<file path="src/rtl/net_cmd_unit_pkg.sv">
// Shared types for the network command unit: opcodes, FSM states, broadcast ID.
// Latency: n/a (types and constants only).
// Backpressure: n/a.
package net_cmd_unit_pkg;

    // Network command opcodes; codes 6 and 7 are unassigned and never buffered
    typedef enum logic [2:0] {
        NET_OP_NULL   = 3'd0,
        NET_OP_PC     = 3'd1,
        NET_OP_INSTR  = 3'd2,
        NET_OP_REG    = 3'd3,
        NET_OP_BAR    = 3'd4,
        NET_OP_RD_REG = 3'd5
    } net_op_e;

    // Dispatcher states
    typedef enum logic [1:0] {
        ST_DISPATCH = 2'd0,
        ST_RD_WAIT  = 2'd1,
        ST_REPLY    = 2'd2
    } net_cmd_state_e;

    // All-ones broadcast ID; users slice the low id_width bits (id width up to 32)
    localparam int                            NET_ID_MAX_WIDTH = 32;
    localparam logic [NET_ID_MAX_WIDTH-1:0]   NET_BCAST_ID     = '1;

    // True for opcodes that carry a command worth buffering
    function automatic logic net_op_known(input logic [2:0] op);
        return (op >= 3'd1) && (op <= 3'd5);
    endfunction

endpackage

</file>
<file path="src/rtl/net_cmd_fifo.sv">
// Generic valid/ready FIFO holding buffered network commands.
// Latency: one cycle from push to visibility at the head (no bypass).
// Backpressure: in_rdy drops when full, even if a pop happens the same cycle.
module net_cmd_fifo #(
    parameter int width_p = 8,
    parameter int depth_p = 4
) (
    input  logic               clk,
    input  logic               reset,
    input  logic               in_vld,
    output logic               in_rdy,
    input  logic [width_p-1:0] in_dat,
    output logic               out_vld,
    input  logic               out_rdy,
    output logic [width_p-1:0] out_dat
);
    localparam int ptr_w_lp = $clog2(depth_p);

    logic [width_p-1:0]  mem [depth_p];
    logic [ptr_w_lp-1:0] wr_ptr;
    logic [ptr_w_lp-1:0] rd_ptr;
    logic [ptr_w_lp:0]   count;
    logic                push;
    logic                pop;

    assign in_rdy  = (count != (ptr_w_lp+1)'(depth_p));
    assign out_vld = (count != '0);
    assign out_dat = mem[rd_ptr];
    assign push    = in_vld & in_rdy;
    assign pop     = out_vld & out_rdy;

    // Storage write; contents need no reset because count gates visibility
    always_ff @(posedge clk) begin
        if (push) begin
            mem[wr_ptr] <= in_dat;
        end
    end

    // Pointers wrap naturally since depth is a power of two
    always_ff @(posedge clk) begin
        if (!reset) begin
            wr_ptr <= '0;
            rd_ptr <= '0;
            count  <= '0;
        end else begin
            if (push) begin
                wr_ptr <= wr_ptr + ptr_w_lp'(1);
            end
            if (pop) begin
                rd_ptr <= rd_ptr + ptr_w_lp'(1);
            end
            case ({push, pop})
                2'b10:   count <= count + (ptr_w_lp+1)'(1);
                2'b01:   count <= count - (ptr_w_lp+1)'(1);
                default: count <= count;
            endcase
        end
    end

endmodule

</file>
<file path="src/rtl/net_cmd_unit.sv">
// Filters network packets by core ID/broadcast, buffers commands, dispatches them to core ports.
// Latency: accepted packet dispatches no earlier than the next cycle; RD_REG reply valid 2 cycles after rf_rd_en_o.
// Backpressure: pkt_ready_o = !full; the head is held while its target port is busy or a reply is pending.
module net_cmd_unit
    import net_cmd_unit_pkg::*;
#(
    parameter int                    id_width_p    = 10,
    parameter logic [id_width_p-1:0] net_ID_p      = 10'b0000000001,
    parameter int                    addr_width_p  = 10,
    parameter int                    data_width_p  = 32,
    parameter int                    fifo_depth_p  = 4,
    parameter int                    mask_length_p = 8
) (
    input  logic                    clk,
    input  logic                    reset,
    input  logic                    pkt_valid_i,
    input  logic [id_width_p-1:0]   pkt_id_i,
    input  logic [2:0]              pkt_op_i,
    input  logic [addr_width_p-1:0] pkt_add_i,
    input  logic [data_width_p-1:0] pkt_data_i,
    output logic                    pkt_ready_o,
    input  logic                    core_idle_i,
    input  logic                    core_err_i,
    input  logic                    imem_free_i,
    input  logic                    rf_free_i,
    output logic                    pc_wen_o,
    output logic                    imem_wen_o,
    output logic                    rf_wen_o,
    output logic                    bar_wen_o,
    output logic                    rf_rd_en_o,
    output logic [addr_width_p-1:0] cmd_add_o,
    output logic [data_width_p-1:0] cmd_data_o,
    input  logic [data_width_p-1:0] rf_rd_data_i,
    output logic                    reply_valid_o,
    input  logic                    reply_ready_i,
    output logic [id_width_p-1:0]   reply_id_o,
    output logic [addr_width_p-1:0] reply_add_o,
    output logic [data_width_p-1:0] reply_data_o,
    output logic                    exception_o,
    output logic [7:0]              drop_count_o
);
    typedef struct packed {
        net_op_e                 op;
        logic [addr_width_p-1:0] add;
        logic [data_width_p-1:0] data;
    } cmd_t;

    cmd_t           push_cmd;
    cmd_t           head;
    logic           fifo_in_rdy;
    logic           fifo_out_vld;
    logic           pop;
    logic           is_bcast;
    logic           is_match;
    logic           accept;
    logic           enq_drop;
    logic           push;
    logic           disp_drop;
    logic           set_exc;
    logic           start_rd;
    logic [1:0]     drop_inc;
    logic [8:0]     drop_sum;
    net_cmd_state_e state;

    // Intake filter: a broadcast RD_REG is consumed but never buffered
    assign is_bcast    = (pkt_id_i == NET_BCAST_ID[id_width_p-1:0]);
    assign is_match    = is_bcast || (pkt_id_i == net_ID_p);
    assign accept      = pkt_valid_i & is_match & net_op_known(pkt_op_i) & fifo_in_rdy;
    assign enq_drop    = accept & is_bcast & (pkt_op_i == NET_OP_RD_REG);
    assign push        = accept & ~enq_drop;
    assign pkt_ready_o = fifo_in_rdy;
    assign push_cmd    = '{op: net_op_e'(pkt_op_i), add: pkt_add_i, data: pkt_data_i};

    net_cmd_fifo #(
        .width_p ($bits(cmd_t)),
        .depth_p (fifo_depth_p)
    ) u_fifo (
        .clk     (clk),
        .reset   (reset),
        .in_vld  (push),
        .in_rdy  (fifo_in_rdy),
        .in_dat  (push_cmd),
        .out_vld (fifo_out_vld),
        .out_rdy (pop),
        .out_dat (head)
    );

    // Head always drives the command bus; a barrier presents only its mask bits
    assign cmd_add_o = head.add;
    always_comb begin
        cmd_data_o = head.data;
        if (head.op == NET_OP_BAR) begin
            cmd_data_o = data_width_p'(head.data[mask_length_p-1:0]);
        end
    end

    // Dispatch decode: strobe and pop together so the strobe sees its own head
    always_comb begin
        pc_wen_o   = 1'b0;
        imem_wen_o = 1'b0;
        rf_wen_o   = 1'b0;
        bar_wen_o  = 1'b0;
        rf_rd_en_o = 1'b0;
        pop        = 1'b0;
        disp_drop  = 1'b0;
        set_exc    = 1'b0;
        start_rd   = 1'b0;
        if ((state == ST_DISPATCH) && fifo_out_vld) begin
            case (head.op)
                NET_OP_PC: begin
                    pop       = 1'b1;
                    pc_wen_o  = core_idle_i;
                    set_exc   = ~core_idle_i;
                    disp_drop = ~core_idle_i;
                end
                NET_OP_INSTR: begin
                    pop        = imem_free_i;
                    imem_wen_o = imem_free_i;
                end
                NET_OP_REG: begin
                    pop      = rf_free_i;
                    rf_wen_o = rf_free_i;
                end
                NET_OP_BAR: begin
                    pop       = 1'b1;
                    bar_wen_o = ~core_err_i;
                    disp_drop = core_err_i;
                end
                NET_OP_RD_REG: begin
                    pop        = rf_free_i;
                    rf_rd_en_o = rf_free_i;
                    start_rd   = rf_free_i;
                end
                default: pop = 1'b1;
            endcase
        end
    end

    // An intake drop and a dispatch drop can land in the same cycle
    assign drop_inc = {1'b0, enq_drop} + {1'b0, disp_drop};
    assign drop_sum = {1'b0, drop_count_o} + 9'(drop_inc);

    // Read-back FSM plus sticky exception and saturating drop counter
    always_ff @(posedge clk) begin
        if (!reset) begin
            state         <= ST_DISPATCH;
            reply_valid_o <= 1'b0;
            reply_id_o    <= '0;
            reply_add_o   <= '0;
            reply_data_o  <= '0;
            exception_o   <= 1'b0;
            drop_count_o  <= '0;
        end else begin
            if (set_exc) begin
                exception_o <= 1'b1;
            end
            drop_count_o <= drop_sum[8] ? 8'hFF : drop_sum[7:0];
            case (state)
                ST_DISPATCH: begin
                    if (start_rd) begin
                        reply_add_o <= head.add;
                        reply_id_o  <= head.data[id_width_p-1:0];
                        state       <= ST_RD_WAIT;
                    end
                end
                ST_RD_WAIT: begin
                    reply_data_o  <= rf_rd_data_i;
                    reply_valid_o <= 1'b1;
                    state         <= ST_REPLY;
                end
                ST_REPLY: begin
                    if (reply_ready_i) begin
                        reply_valid_o <= 1'b0;
                        state         <= ST_DISPATCH;
                    end
                end
                default: state <= ST_DISPATCH;
            endcase
        end
    end

endmodule
</file>
<file path="config.mk">
export PLATFORM = sky130hd
export DESIGN_NAME = net_cmd_unit
export DESIGN_NICKNAME = d
export VERILOG_FILES = /design/src/rtl/net_cmd_unit_pkg.sv /design/src/rtl/net_cmd_fifo.sv /design/src/rtl/net_cmd_unit.sv
export SDC_FILE = /design/constraint.sdc
export NUM_CORES = 1
export LEC_CHECK = 0
export CAP_MARGIN = 20
export CORE_ASPECT_RATIO = 1.25
export CORE_MARGIN = 2
export CORE_UTILIZATION = 30
export CTS_CLUSTER_DIAMETER = 200
export DETAILED_ROUTE_END_ITERATION = 10
export GPL_TIMING_DRIVEN = 1
export PLACE_DENSITY = 0.51
export SLEW_MARGIN = 20
export SYNTH_ARGS = -nofsm -noshare
export SYNTH_HDL_FRONTEND = slang
export SYNTH_HIERARCHICAL = 1
export SYNTH_SLANG_ARGS = --single-unit
</file>
<file path="constraint.sdc">
create_clock -name clk -period 8.05 [get_ports clk]
set_clock_uncertainty 0.1 [all_clocks]
set_input_delay 0.805 -clock clk [delete_from_list [all_inputs] [get_ports clk]]
set_output_delay 0.805 -clock clk [all_outputs]
set_load 0.03 [all_outputs]
</file>
# Yosys cells after proc, flatten, opt, wreduce, memory -nomap -nowiden
# Memory sizes are Yosys's and may differ from the RTL's. A register that Yosys moved wholly into a read port is not among the register bits.
# Cells that the tools add are included.
word_totals:
  reg_bits: 71
  mem_bits_rw: 180
  output_inout_bits: 110
  memories: 1
mem_list:
  columns: ["name", "depth", "width", "rd", "rd_clocked_by_memory_dff", "write_ports", "line_no", "rtl"]
  rows:
  - ["u_fifo.mem", 4, 45, 1, 1, 1, "net_cmd_fifo.sv:19", "logic [width_p-1:0] mem [depth_p];"]
op_classes:
  add_sub_neg: 6
  order_cmp: 2
  n_eq_ne: 15
  mux: 28
  n_bitwise: 11
  n_reduce_logical: 11
ops:
  columns: ["cell", "n"]
  rows:
  - ["two-way mux 32 bit", 1]
  - ["two-way mux 1 bit", 17]
  - ["equality test 10 x 1 -> 1 bit (second input constant)", 1]
  - ["equality test 10 bit (second input constant)", 1]
  - ["adder 8 x 2 -> 9 bit", 1]
  - ["equality test 3 bit (second input constant)", 3]
  - ["bitwise AND 1 bit", 8]
  - ["two-way mux 2 bit", 4]
  - ["two-way mux 8 bit", 1]
  - ["equality test 3 x 2 -> 1 bit (second input constant)", 2]
  - ["one-hot mux 1 bit (2 select lines)", 3]
  - ["one-hot mux 2 bit (3 select lines)", 1]
  - ["one-hot mux 3 bit (2 select lines)", 1]
  - ["AND reduction 2 bit", 3]
  - ["adder 2 x 1 -> 2 bit (second input constant)", 2]
  - ["equality test 2 x 1 -> 1 bit (second input constant)", 2]
  - ["equality test 2 bit (second input constant)", 2]
  - ["inequality test 2 bit (second input constant)", 2]
  - ["nonzero test 2 bit", 2]
  - ["adder 3 x 1 -> 3 bit (second input constant)", 1]
  - ["equality test 3 x 1 -> 1 bit (second input constant)", 1]
  - [">= comparator 3 x 1 -> 1 bit (second input constant)", 1]
  - ["less-or-equal comparator 3 bit (second input constant)", 1]
  - ["inequality test 3 bit (second input constant)", 1]
  - ["8 further kinds", 11]

# Logic depth before layout (Yosys ltp)
# Gate-level depths: netlist (run 1).
logic_depth:
  ltp_word: 12
  ltp_mapped: 13
  ltp_nobuf: 11

# By module
# The synthesis (run 1) kept the hierarchy.
by_module_without_submodules:
  columns: ["mod", "n_inst", "cells_each", "area_each_um2", "seq_area_each_um2"]
  rows:
  - ["net_cmd_fifo", 1, 287, 7039.3, 5585.4]
  - ["net_cmd_unit", 1, 341, 2783.9, 1281.2]

# Least setup slack after synthesis (run 1)
# OpenSTA, ideal clock, no wires.
synth_path:
  kind: "input port to flip-flop"
  start: "input pkt_id_i[5]"
  end: "memory u_fifo/mem[0][0] (netlist bit) (enable)"
  setup_ns: 0.407
  arrival_ns: 3.116
  required_ns: 7.543
  setup_slack_ns: 4.427
  stages: 5
  path_cell_list: "or4_1 -> nor4_1 -> o2111a_1 -> a21boi_2 -> and2_1"
synth_between:
  elab_chain_cells: 12
  elab_cells_between_ends: 13
  cone_classes: "2 x eq/ne; 2 x mux; 8 x bitwise; 1 x reduce/logical"
synth_rtl:
  columns: ["item", "line_no", "rtl"]
  rows:
  - ["start: declaration", "net_cmd_unit.sv:17", "input logic [id_width_p-1:0] pkt_id_i,"]
  - ["equality test 10 bit / equality test 10 x 1 -> 1 bit (equally long branches)", "net_cmd_unit.sv:66, net_cmd_unit.sv:67", null]
  - ["logical OR 1 bit", "net_cmd_unit.sv:67", "assign is_match = is_bcast || (pkt_id_i == net_ID_p);"]
  - ["bitwise AND 1 bit (3 in a row)", "net_cmd_unit.sv:68", "assign accept = pkt_valid_i & is_match & net_op_known(pkt_op_i) & fifo_in_rdy;"]
  - ["bitwise AND 1 bit (2 in a row)", "net_cmd_unit.sv:69", "assign enq_drop = accept & is_bcast & (pkt_op_i == NET_OP_RD_REG);"]
  - ["NOT 1 bit", "net_cmd_unit.sv:70", "assign push = accept & ~enq_drop;"]
  - ["bitwise AND 1 bit *", "net_cmd_unit.sv:70", null]
  - ["via push", "net_cmd_unit.sv:57", "logic push;"]
  - ["bitwise AND 1 bit *", "net_cmd_fifo.sv:29", "assign push = in_vld & in_rdy;"]
  - ["two-way mux 1 bit *", "net_cmd_fifo.sv:34", "if (push) begin"]
  - ["two-way mux 1 bit (implied by the code) *", "net_cmd_fifo.sv:35", "mem[wr_ptr] <= in_dat;"]
  - ["end: declaration", "net_cmd_fifo.sv:19", null]
# The timed path passes the listed nets; every way through them passes the cells marked *.

==> results of run 1 <==
==> stage by stage <==
stage | worst slack (ps) | area (um2) | utilization [%] | power, uW | cells
6_report | 3054 | 13120 | 40.37 | 2687 | 1277
5_1_grt | 2708 | 13120 | 40.36 | 2786 | 1276
4_1_cts | 2916 | 13120 | 40.36 | 2739 | 1276
3_5_place_dp | 3492 | 12240 | 37.68 | 1491 | 1227
3_3_place_gp | 3493 | 12240 | 37.67 | 1490 | 1227
2_1_floorplan | 4427 | 9823 | - | 1430 | 628
==> sequential cells by signal, summed over array words and instances, names as in the netlist, named ones only <==
| signal | cells |
|---|---|
| reply_add_o | 10 |
| exception_o | 1 |
| u_fifo/count | 3 |
| u_fifo/wr_ptr | 2 |
| state | 2 |
| reply_data_o | 32 |
| reply_id_o | 10 |
| u_fifo/mem | 180 |
| drop_count_o | 8 |
| reply_valid_o | 1 |
| u_fifo/rd_ptr | 2 |
==> where the power goes <==
group,switching [uW],internal [uW]
registers,0.0385,1390
clock network,495,730
logic,27.4,42.9
total,522,2160
==> metal layers <==
metal | GRT usage, % | wire length (um)
met5 | 0 | 13
met4 | 2.950 | 359
met3 | 3.562 | 1510
met2 | 23.64 | 11340
met1 | 16.63 | 9877
==> critical path: stages (launching register included) <==
cell and delay (ps):
dfxtp_4 670, buf_4 500, mux4_2 640, nor2b_1 150, and4_2 770, clkdlybuf4s50_1 810
==> synth_stat cells (all sizes together), types with 3 or more instances <==
cell type  count  share of area, %
edfxtp       180                55
inv           12              0.46
nor4b          3              0.27
mux4          45                11
clkbuf        16              0.62
nor2b         29               1.8
buf           17               1.8
xnor2          4              0.36
mux2i         22               2.2
a21oi         41               2.1
or3            4              0.25
o21ai          6              0.31
nand2        116               4.4
dfxtp         73                15
nand4          4              0.25
nand3b         3              0.23
nor2           6              0.23
and2           7              0.45
a31oi          3              0.19
ha             6              0.76
==> worst max-delay path by stage <==
stage                      startpoint          endpoint  cells past startpoint
after floorplan           pkt_id_i[5]  u_fifo/mem[0][0]                      5
after global placement       register        rf_rd_en_o                      5
after detailed placement     register        rf_rd_en_o                      5
after CTS                    register        rf_rd_en_o                      5
after global routing         register        rf_rd_en_o                      5
final                        register        rf_rd_en_o                      5
==> cell families after synthesis <==
family / Yosys count / synth area share, %
and+or+nand+nor: 191 / 9.464
AOI/OAI and AO/OA: 58 / 3.325
muxes: 67 / 12.75
xor gates and xnor gates: 6 / 0.5350
adders and majority gates: 8 / 1.172
buffers and inverters: 45 / 2.853
DFF: 253 / 69.90
==> area by class of cell <==
| class | count | area [um2] | share of cell area [%] |
|---|---|---|---|
| well taps | 418 | 523.0 | 3.987 |
| repair buffers | 214 | 2112 | 16.10 |
| clock buffers | 35 | 726.9 | 5.541 |
| inverters | 12 | 45.04 | 0.3433 |
| diodes | 1 | 2.502 | 0.01907 |
| clock inverters | 14 | 145.1 | 1.106 |
| multi-input cells | 330 | 2693 | 20.52 |
| flip-flops and latches | 253 | 6872 | 52.38 |
==> qor.yml, run 1 <==
worst_setup_path:
  reg2reg_depth: 11
  r2r_slack_ps: 4000
  r2r_end: "drop_count_o[5]"
  critical_path.endpoint_type: "output pin"
  worstPathRequired_ps: 7140
  critPathKind: "register to output pin"
  path_max_fanout: 24
  startpoint_type: "register"
  crit_arrival_ps: 4090
cts:
  clock_latency_ps: 530
  cts_buffer_depth: 3
  numCtsBuffers: 27
  clockRootBuffer: "clkbuf_16"
  cts_setup_buffers: 0
  clk_pin_slew_ps: 60
  post_cts_resized: 0
  cts_tree: "done"
  clock_sinks: 253
  cts.htree.levels: 1
  postCtsHoldBufs: 0
placement:
  place.gp.congestion: 0.7208
  port_buffers: 204
  place_hpwl_mm: 14.84
die:
  die_h_um: 206.3
  start_util_pct: 30.23
  fp.coreArea_um2: 32500
  num_io_pins: 205
  fp-row-count: 74
  dieArea_um2: 34220
  die_w_um: 165.9
cells_and_area:
  fillCellCount: 3044
  area_growth_pct: 33.55
  mostFrequentLayoutCell: "clkdlybuf4s50_1"
  drive_above_1_share_pct: 11.66
  final_nets: 941
  final_cell_mix: "clkdlybuf4s50_1 (203), edfxtp_1 (180), nand2_1 (116), dfxtp_1 (71), a21oi_1 (41)"
drt:
  ant_nets: 0
  finalWirelength_mm: 23.10
  first_pass_iters: 7
  vias: 5809
  wl_per_cell_um: 18.09
  drc: 0
  first_iter_violations: 271
  viasPerCell: 4.549
run:
  max_cap_viol_count: 0
grt:
  grt_pass1_vias: 6042
  grt_overflow: 0
  antenna_found_initial: 2
  grt_max_degree: 55
  grt.total_usage_pct: 13.43
  grt_pass1_wl_mm: 35.76
timing:
  relSlewSlack_pct: 48.33
  period_minus_slack_ps: 4996
  hold_violations: 0
  tightestPinTransition_ps: 775.0
  rsz0062_at_grt: "no"
  maxSlewViolCount: 0
  setup_violations: 0
  hold_slack_ps: 352.7
  period_share_pct: 62.06
  timing.fmax_mhz: 200.2
  tns_ps: 0
min_path:
  holdPathEnd: "reply_data_o[3]"
  hold_path_class: "register to register"
  worstHoldPathCells: 2
  min_from: "reply_data_o[3]"
synth:
  synthFlopType: "edfxtp_1"
  ys_ff_latch: 253
  syn-instance-count: 628
  synth_edf_count: 180
  async_flop_share_pct: 0
  seq_area_frac_synth_pct: 69.90
  netlist_area_um2: 9823
  yosysWarnings: 6
  synth_nets: 731
  postSynthAreaPerCell_um2: 15.64
  synthDistinctLibCells: 48
status:
  outcome: "completed"
pwr:
  p_leak_uw: 0.004164
  peakVddDrop_v: 0.0001283
  p_per_area_nw_per_um2: 204.8
No activity file was read; power rests on OpenSTA's default activity.
==> run 2, diff against run 1 <==
==> constraint.sdc (replaced) <==
create_clock -name clk -period 5.1 [get_ports clk]
set_clock_uncertainty 0.1 [all_clocks]
set_input_delay 0.51 -clock clk [delete_from_list [all_inputs] [get_ports clk]]
set_output_delay 0.51 -clock clk [all_outputs]
set_load 0.03 [all_outputs]
==> qor.yml, run 2 (synthesis gave the netlist of run 1 again) <==
timing:
  tightestPinTransition_ps: 861.2  # was 775.0 ps
  relSlewSlack_pct: 42.59  # was 48.33%
  period_share_pct: 72.58
  tns_ps: 0  # unchanged
  fin_ws_ps: 1399  # was 3054 ps
  rsz0062_at_grt: "no"  # unchanged
  period_minus_slack_ps: 3701
  setup_violations: 0  # unchanged
  hold_violations: 0  # unchanged
  maxSlewViolCount: 0  # unchanged
  timing.fmax_mhz: 270.2
cts:
  clock_latency_ps: 550  # was 530 ps
  postCtsHoldBufs: 0  # unchanged
  cts.htree.levels: 1  # unchanged
  clk_pin_slew_ps: 60  # about the same
  cts_buffer_depth: 3  # unchanged
  cts_tree: "done"  # unchanged
  cts_setup_buffers: 0  # unchanged
  numCtsBuffers: 27  # unchanged
  clockRootBuffer: "clkbuf_16"  # unchanged
  post_cts_resized: 0  # unchanged
  clock_sinks: 253  # unchanged
grt:
  antenna_found_initial: 1  # was 2
  grt_overflow: 0  # unchanged
  grt_pass1_wl_mm: 35.60  # was 35.76 mm
  grt.total_usage_pct: 13.32  # was 13.43%
  grt_max_degree: 55  # unchanged
  grt_pass1_vias: 6175  # was 6,042
die:
  fp-row-count: 74  # unchanged
  die_h_um: 206.3  # unchanged
  dieArea_um2: 34220  # unchanged
  fp.coreArea_um2: 32500  # unchanged
  start_util_pct: 30.23  # unchanged
  num_io_pins: 205  # unchanged
  die_w_um: 165.9  # unchanged
worst_setup_path:
  worstPathCellList: "mux4_1 > nor3b_4 > buf_4 > nor2b_1 > clkdlybuf4s50_1"  # was buf_4 > mux4_2 > nor2b_1 > and4_2 > clkdlybuf4s50_1
  path_max_fanout: 25  # was 24
  critPathBufInv: 2  # unchanged
  critPathKind: "register to output pin"  # unchanged
  critPathTopFamily: "buffers and inverters"  # unchanged
  crit_arrival_ps: 3090  # was 4090 ps
  worstPathRequired_ps: 4490  # was 7140 ps
  crit_slowest_cell: "clkdlybuf4s50_1"  # unchanged
  cp_slowest_stage_delay_ps: 740  # was 810 ps
  critical_path.endpoint_type: "output pin"  # unchanged
  startpoint_type: "register"  # unchanged
cells_and_area:
  multiInputGateArea_um2: 2693  # unchanged
  final_cell_count_no_fill: 1279  # was 1,277
  drive_above_1_share_pct: 11.86  # was 11.66%
  area_growth_pct: 34.29  # was 33.55%
  final_nets: 942  # was 941
  regArea_um2: 6872  # unchanged
  top_register: "u_fifo/mem"  # unchanged
  fillCellCount: 2993  # was 3,044
  mostFrequentLayoutCell: "clkdlybuf4s50_1"  # unchanged
  largest_register_ffs: 180  # unchanged
  reg.largest.list: "u_fifo/mem x180, reply_data_o x32"  # unchanged
  final_cell_mix: "clkdlybuf4s50_1 (203), edfxtp_1 (180), nand2_1 (116), dfxtp_1 (71), a21oi_1 (41)"  # unchanged
drt:
  viasPerCell: 4.550  # was 4.549
  drc: 0  # unchanged
  first_pass_iters: 6  # was 7
  finalWirelength_mm: 23.01  # was 23.10 mm
  vias: 5820  # was 5,809
  wl_per_cell_um: 17.99  # was 18.09 um
  ant_nets: 0  # unchanged
  first_iter_violations: 284  # was 271
status:
  outcome: "completed"  # unchanged
run:
  max_cap_viol_count: 0  # unchanged
pwr:
  peakVddDrop_v: 0.0001925  # was 0.0001283 V
  p_per_area_nw_per_um2: 322.3  # was 204.8 nW/um2
  p_leak_uw: 0.004191  # was 0.004164 uW
placement:
  port_buffers: 204  # unchanged
  dp_cells: 1228  # was 1,227
  place.gp.congestion: 0.7078  # was 0.7208
  dp_slack_ps: 1314  # was 3492 ps
  place_hpwl_mm: 15.19  # was 14.84 mm
min_path:
  hold_path_class: "register to register"  # unchanged
## run 2: final timing paths
| path | from | slack [ps] | endpoint | cells after the start |
|---|---|---|---|---|
| worst max register to register | register | 1910 | drop_count_o[0] | 10 |
| worst min-delay path | reply_data_o[14] | 350 | reply_data_o[14] | 2 |
| worst max-delay path | register | 1400 | cmd_data_o[21] | 5 |
| worst min register to register | reply_data_o[14] | 350 | reply_data_o[14] | 2 |
## run 2: worst min-delay path, stage by stage, from the launching register on
cell and delay [ps]:
dfxtp_1 300, nand2_1 50, a21oi_1 50
## run 2: layout make-up
type	count	share of cell area, %
Sequential cell	253	52.09
Multi-Input combinational cell	330	20.41
Timing Repair Buffer	215	16.45
Clock buffer	37	5.558
Tap cell	418	3.965
Clock inverter	13	1.167
Inverter	12	0.3415
Antenna cell	1	0.01897
## run 2: layer usage
layer | part of all wire [%] | vias up | GRT usage (%)
met5 | 0 | - | 0
met4 | 1.5 | 0 | 3.416
met3 | 6.1 | 24 | 3.121
met2 | 52 | 179 | 24.69
met1 | 41 | 2846 | 15.50
li1 | - | 2771 | -
## run 2: metrics by stage
| stage | area, um2 | utilization (%) | total power [uW] | hold WS [ps] |
|---|---|---|---|---|
| after global routing | 13190 | 40.58 | 4397 | 375.5 |
| after CTS | 13190 | 40.58 | 4320 | 354.5 |
| after detailed placement | 12300 | 37.85 | 2356 | 346.2 |
| final | 13190 | 40.59 | 4252 | 353.8 |
| after floorplan | 9823 | - | 2257 | 367.7 |
| after global placement | 12300 | 37.85 | 2355 | 340.4 |
## run 2: power breakdown
part	leakage (uW)	total (uW)	switching (uW)	internal (uW)
Clock	0.000435	1940	781	1160
Sequential	0.00221	2200	0.0614	2200
Combinational	0.00155	113	45.5	67.8
==> run 3, diff against run 2 <==
==> constraint.sdc (replaced) <==
create_clock -name clk -period 3.7 [get_ports clk]
set_clock_uncertainty 0.1 [all_clocks]
set_input_delay 0.37 -clock clk [delete_from_list [all_inputs] [get_ports clk]]
set_output_delay 0.37 -clock clk [all_outputs]
set_load 0.03 [all_outputs]
==> qor.yml, run 3 (synthesis gave the netlist of run 1 again) <==
pwr:
  clkPwrFrac_pct: 47.9  # was 45.7%
  p_leak_uw: 0.004263  # was 0.004191 uW
  p_int_uw: 4970  # was 3425 uW
  peakVddDrop_v: 0.0002755  # was 0.0001925 V
  switchingPower_uw: 1137  # was 826.5 uW
  seqPwrFrac_pct: 49.6  # was 51.7%
  power.combinational.fraction_pct: 2.5  # was 2.7%
  p_per_area_nw_per_um2: 457.7  # was 322.3 nW/um2
  switching_share_pct: 18.62  # was 19.44%
cts:
  postCtsHoldBufs: 0  # unchanged
  cts.htree.levels: 1  # unchanged
  clock_latency_ps: 530  # was 550 ps
  cts_buffer_depth: 3  # unchanged
  clockRootBuffer: "clkbuf_16"  # unchanged
  cts_tree: "done"  # unchanged
  clock_sinks: 253  # unchanged
  clk_pin_slew_ps: 60  # about the same
  numCtsBuffers: 28  # was 27
timing:
  hold_violations: 0  # unchanged
  tns_ps: 0  # unchanged
  rsz0062_at_grt: "no"  # unchanged
  maxSlewViolCount: 0  # unchanged
  setup_violations: 0  # unchanged
  relSlewSlack_pct: 54.19  # was 42.59%
  timing.fmax_mhz: 283.9
  period_minus_slack_ps: 3522
  period_share_pct: 95.19
  tightestPinTransition_ps: 687.2  # was 861.2 ps
grt:
  grt_pass1_wl_mm: 35.71  # was 35.60 mm
  antenna_found_initial: 1  # unchanged
  grt_overflow: 0  # unchanged
  grt_max_degree: 46  # was 55
  grt.total_usage_pct: 13.45  # was 13.32%
  grt_pass1_vias: 6010  # was 6,175
min_path:
  worstHoldPathCells: 2  # unchanged
  holdPathEnd: "drop_count_o[7]"  # was reply_data_o[14]
  min_from: "reset"  # was reply_data_o[14]
  hold_path_class: "input port to register"  # was register to register
placement:
  port_buffers: 204  # unchanged
  place_hpwl_mm: 14.95  # was 15.19 mm
  placed_cell_area_um2: 12360  # was 12,300 um2
  place.gp.congestion: 0.7153  # was 0.7078
drt:
  highest_layer: "met4"  # unchanged
  finalWirelength_mm: 23.21  # was 23.01 mm
  wl_per_cell_um: 18.05  # was 17.99 um
  ant_nets: 0  # unchanged
  vias: 5817  # was 5,820
  viasPerCell: 4.523  # was 4.550
  first_pass_iters: 4  # was 6
  first_iter_violations: 240  # was 284
  routedLengthMet1_mm: 9.819  # was 9.389 mm
  met3_length_mm: 1.357  # was 1.399 mm
  met2WireLength_mm: 11.59  # was 11.87 mm
  drc: 0  # unchanged
cells_and_area:
  area_growth_pct: 35.84  # was 34.29%
  reg.largest.list: "u_fifo/mem x180, reply_data_o x32"  # unchanged
  design_area_um2: 13340  # was 13,190 um2
  largest_register_ffs: 180  # unchanged
  mostFrequentLayoutCell: "clkdlybuf4s50_1"  # unchanged
  top_register: "u_fifo/mem"  # unchanged
  final_nets: 948  # was 942
  drive_above_1_share_pct: 12.46  # was 11.86%
  regArea_um2: 6872  # unchanged
  multiInputGateArea_um2: 2691  # was 2693 um2
  fillCellCount: 3008  # was 2,993
  final_cell_mix: "clkdlybuf4s50_1 (203), edfxtp_1 (180), nand2_1 (116), dfxtp_1 (71), a21oi_1 (41)"  # unchanged
status:
  outcome: "completed"  # unchanged
worst_setup_path:
  critPathTopFamily: "buffers and inverters"  # unchanged
  critPathBufInv: 2  # unchanged
  r2r_slack_ps: 570  # was 1910 ps
  critPathKind: "register to output pin"  # unchanged
  worstPathCellList: "mux4_2 > nor3b_4 > buf_4 > nand2_1 > nor2_1 > clkdlybuf4s50_1"  # was mux4_1 > nor3b_4 > buf_4 > nor2b_1 > clkdlybuf4s50_1
  startpoint_type: "register"  # unchanged
  worstPathRequired_ps: 3230  # was 4490 ps
  crit_slowest_cell: "clkdlybuf4s50_1"  # unchanged
  crit_arrival_ps: 3050  # was 3090 ps
  cp_slowest_stage_delay_ps: 700  # was 740 ps
  path_max_fanout: 25  # unchanged
  reg2reg_depth: 10  # unchanged
  critical_path.endpoint_type: "output pin"  # unchanged
  r2r_end: "drop_count_o[1]"  # was drop_count_o[0]
die:
  die_h_um: 206.3  # unchanged
  dieArea_um2: 34220  # unchanged
  num_io_pins: 205  # unchanged
  fp.coreArea_um2: 32500  # unchanged
  fp-row-count: 74  # unchanged
  die_w_um: 165.9  # unchanged
  start_util_pct: 30.23  # unchanged
run:
  max_cap_viol_count: 0  # unchanged
## run 3: cell types whose count changed in the layout (fill, tap and decap cells not counted), sizes merged
cell / delta
clkinv: -2
bufinv: +3
clkinvlp: +1
buf: +5
## run 3: worst max-delay path by stage
stage	startpoint	endpoint	slack [ps]	cells after the start
finish	register	bar_wen_o	180	6
global route	register	bar_wen_o	20	6
floorplan	pkt_id_i[5]	u_fifo/mem[0][0]	510	5
CTS	register	bar_wen_o	70	6
global placement	pkt_id_i[5]	u_fifo/count[2]	530	12
detailed placement	pkt_id_i[5]	u_fifo/count[2]	490	12
## run 3: metrics by stage
step / hold WS, ps / utilization [%] / total power, uW / std cells / setup slack (ps)
global placement: 342.0 / 37.98 / 3243 / 1232 / 531.4
detailed placement: 346.9 / 38.03 / 3243 / 1233 / 490.4
finish: 173.3 / 41.06 / 6107 / 1286 / 177.9
floorplan: 367.7 / - / 3111 / 628 / 511.9
global route: 162.8 / 41.06 / 6342 / 1286 / 19.64
CTS: 157.8 / 41.04 / 6224 / 1285 / 67.40
## run 3: power by group through the flow
| stage | combinational [uW] | clock (uW) | sequential (uW) |
|---|---|---|---|
| 5_1_grt | 166 | 3150 | 3030 |
| 2_1_floorplan | 21.2 | 0 | 3090 |
| 3_5_place_dp | 155 | 0 | 3090 |
| 4_1_cts | 156 | 3040 | 3030 |
| 6_report | 153 | 2930 | 3030 |
| 3_3_place_gp | 154 | 0 | 3090 |
## run 3: final cells by class
| cell class | count | share of cell area (%) |
|---|---|---|
| antenna | 1 | 0.01875 |
| sequential | 253 | 51.50 |
| clock buffer | 37 | 5.663 |
| timing repair buffer | 220 | 16.72 |
| inverter | 12 | 0.3376 |
| clock inverter | 15 | 1.678 |
| tap | 418 | 3.919 |
| multi-input combinational | 330 | 20.17 |
## run 3: timing repair
action / in CTS / in global routing
endpoints found under the setup margin: 0 / 6
buffers inserted: 0 / 0
resized for setup: 0 / 1
## run 3: per-layer routing
layer	global-route usage (%)	vias up
met5	0	-
met3	2.872	27
li1	-	2781
met1	16.89	2829
met4	3.447	0
met2	23.67	180
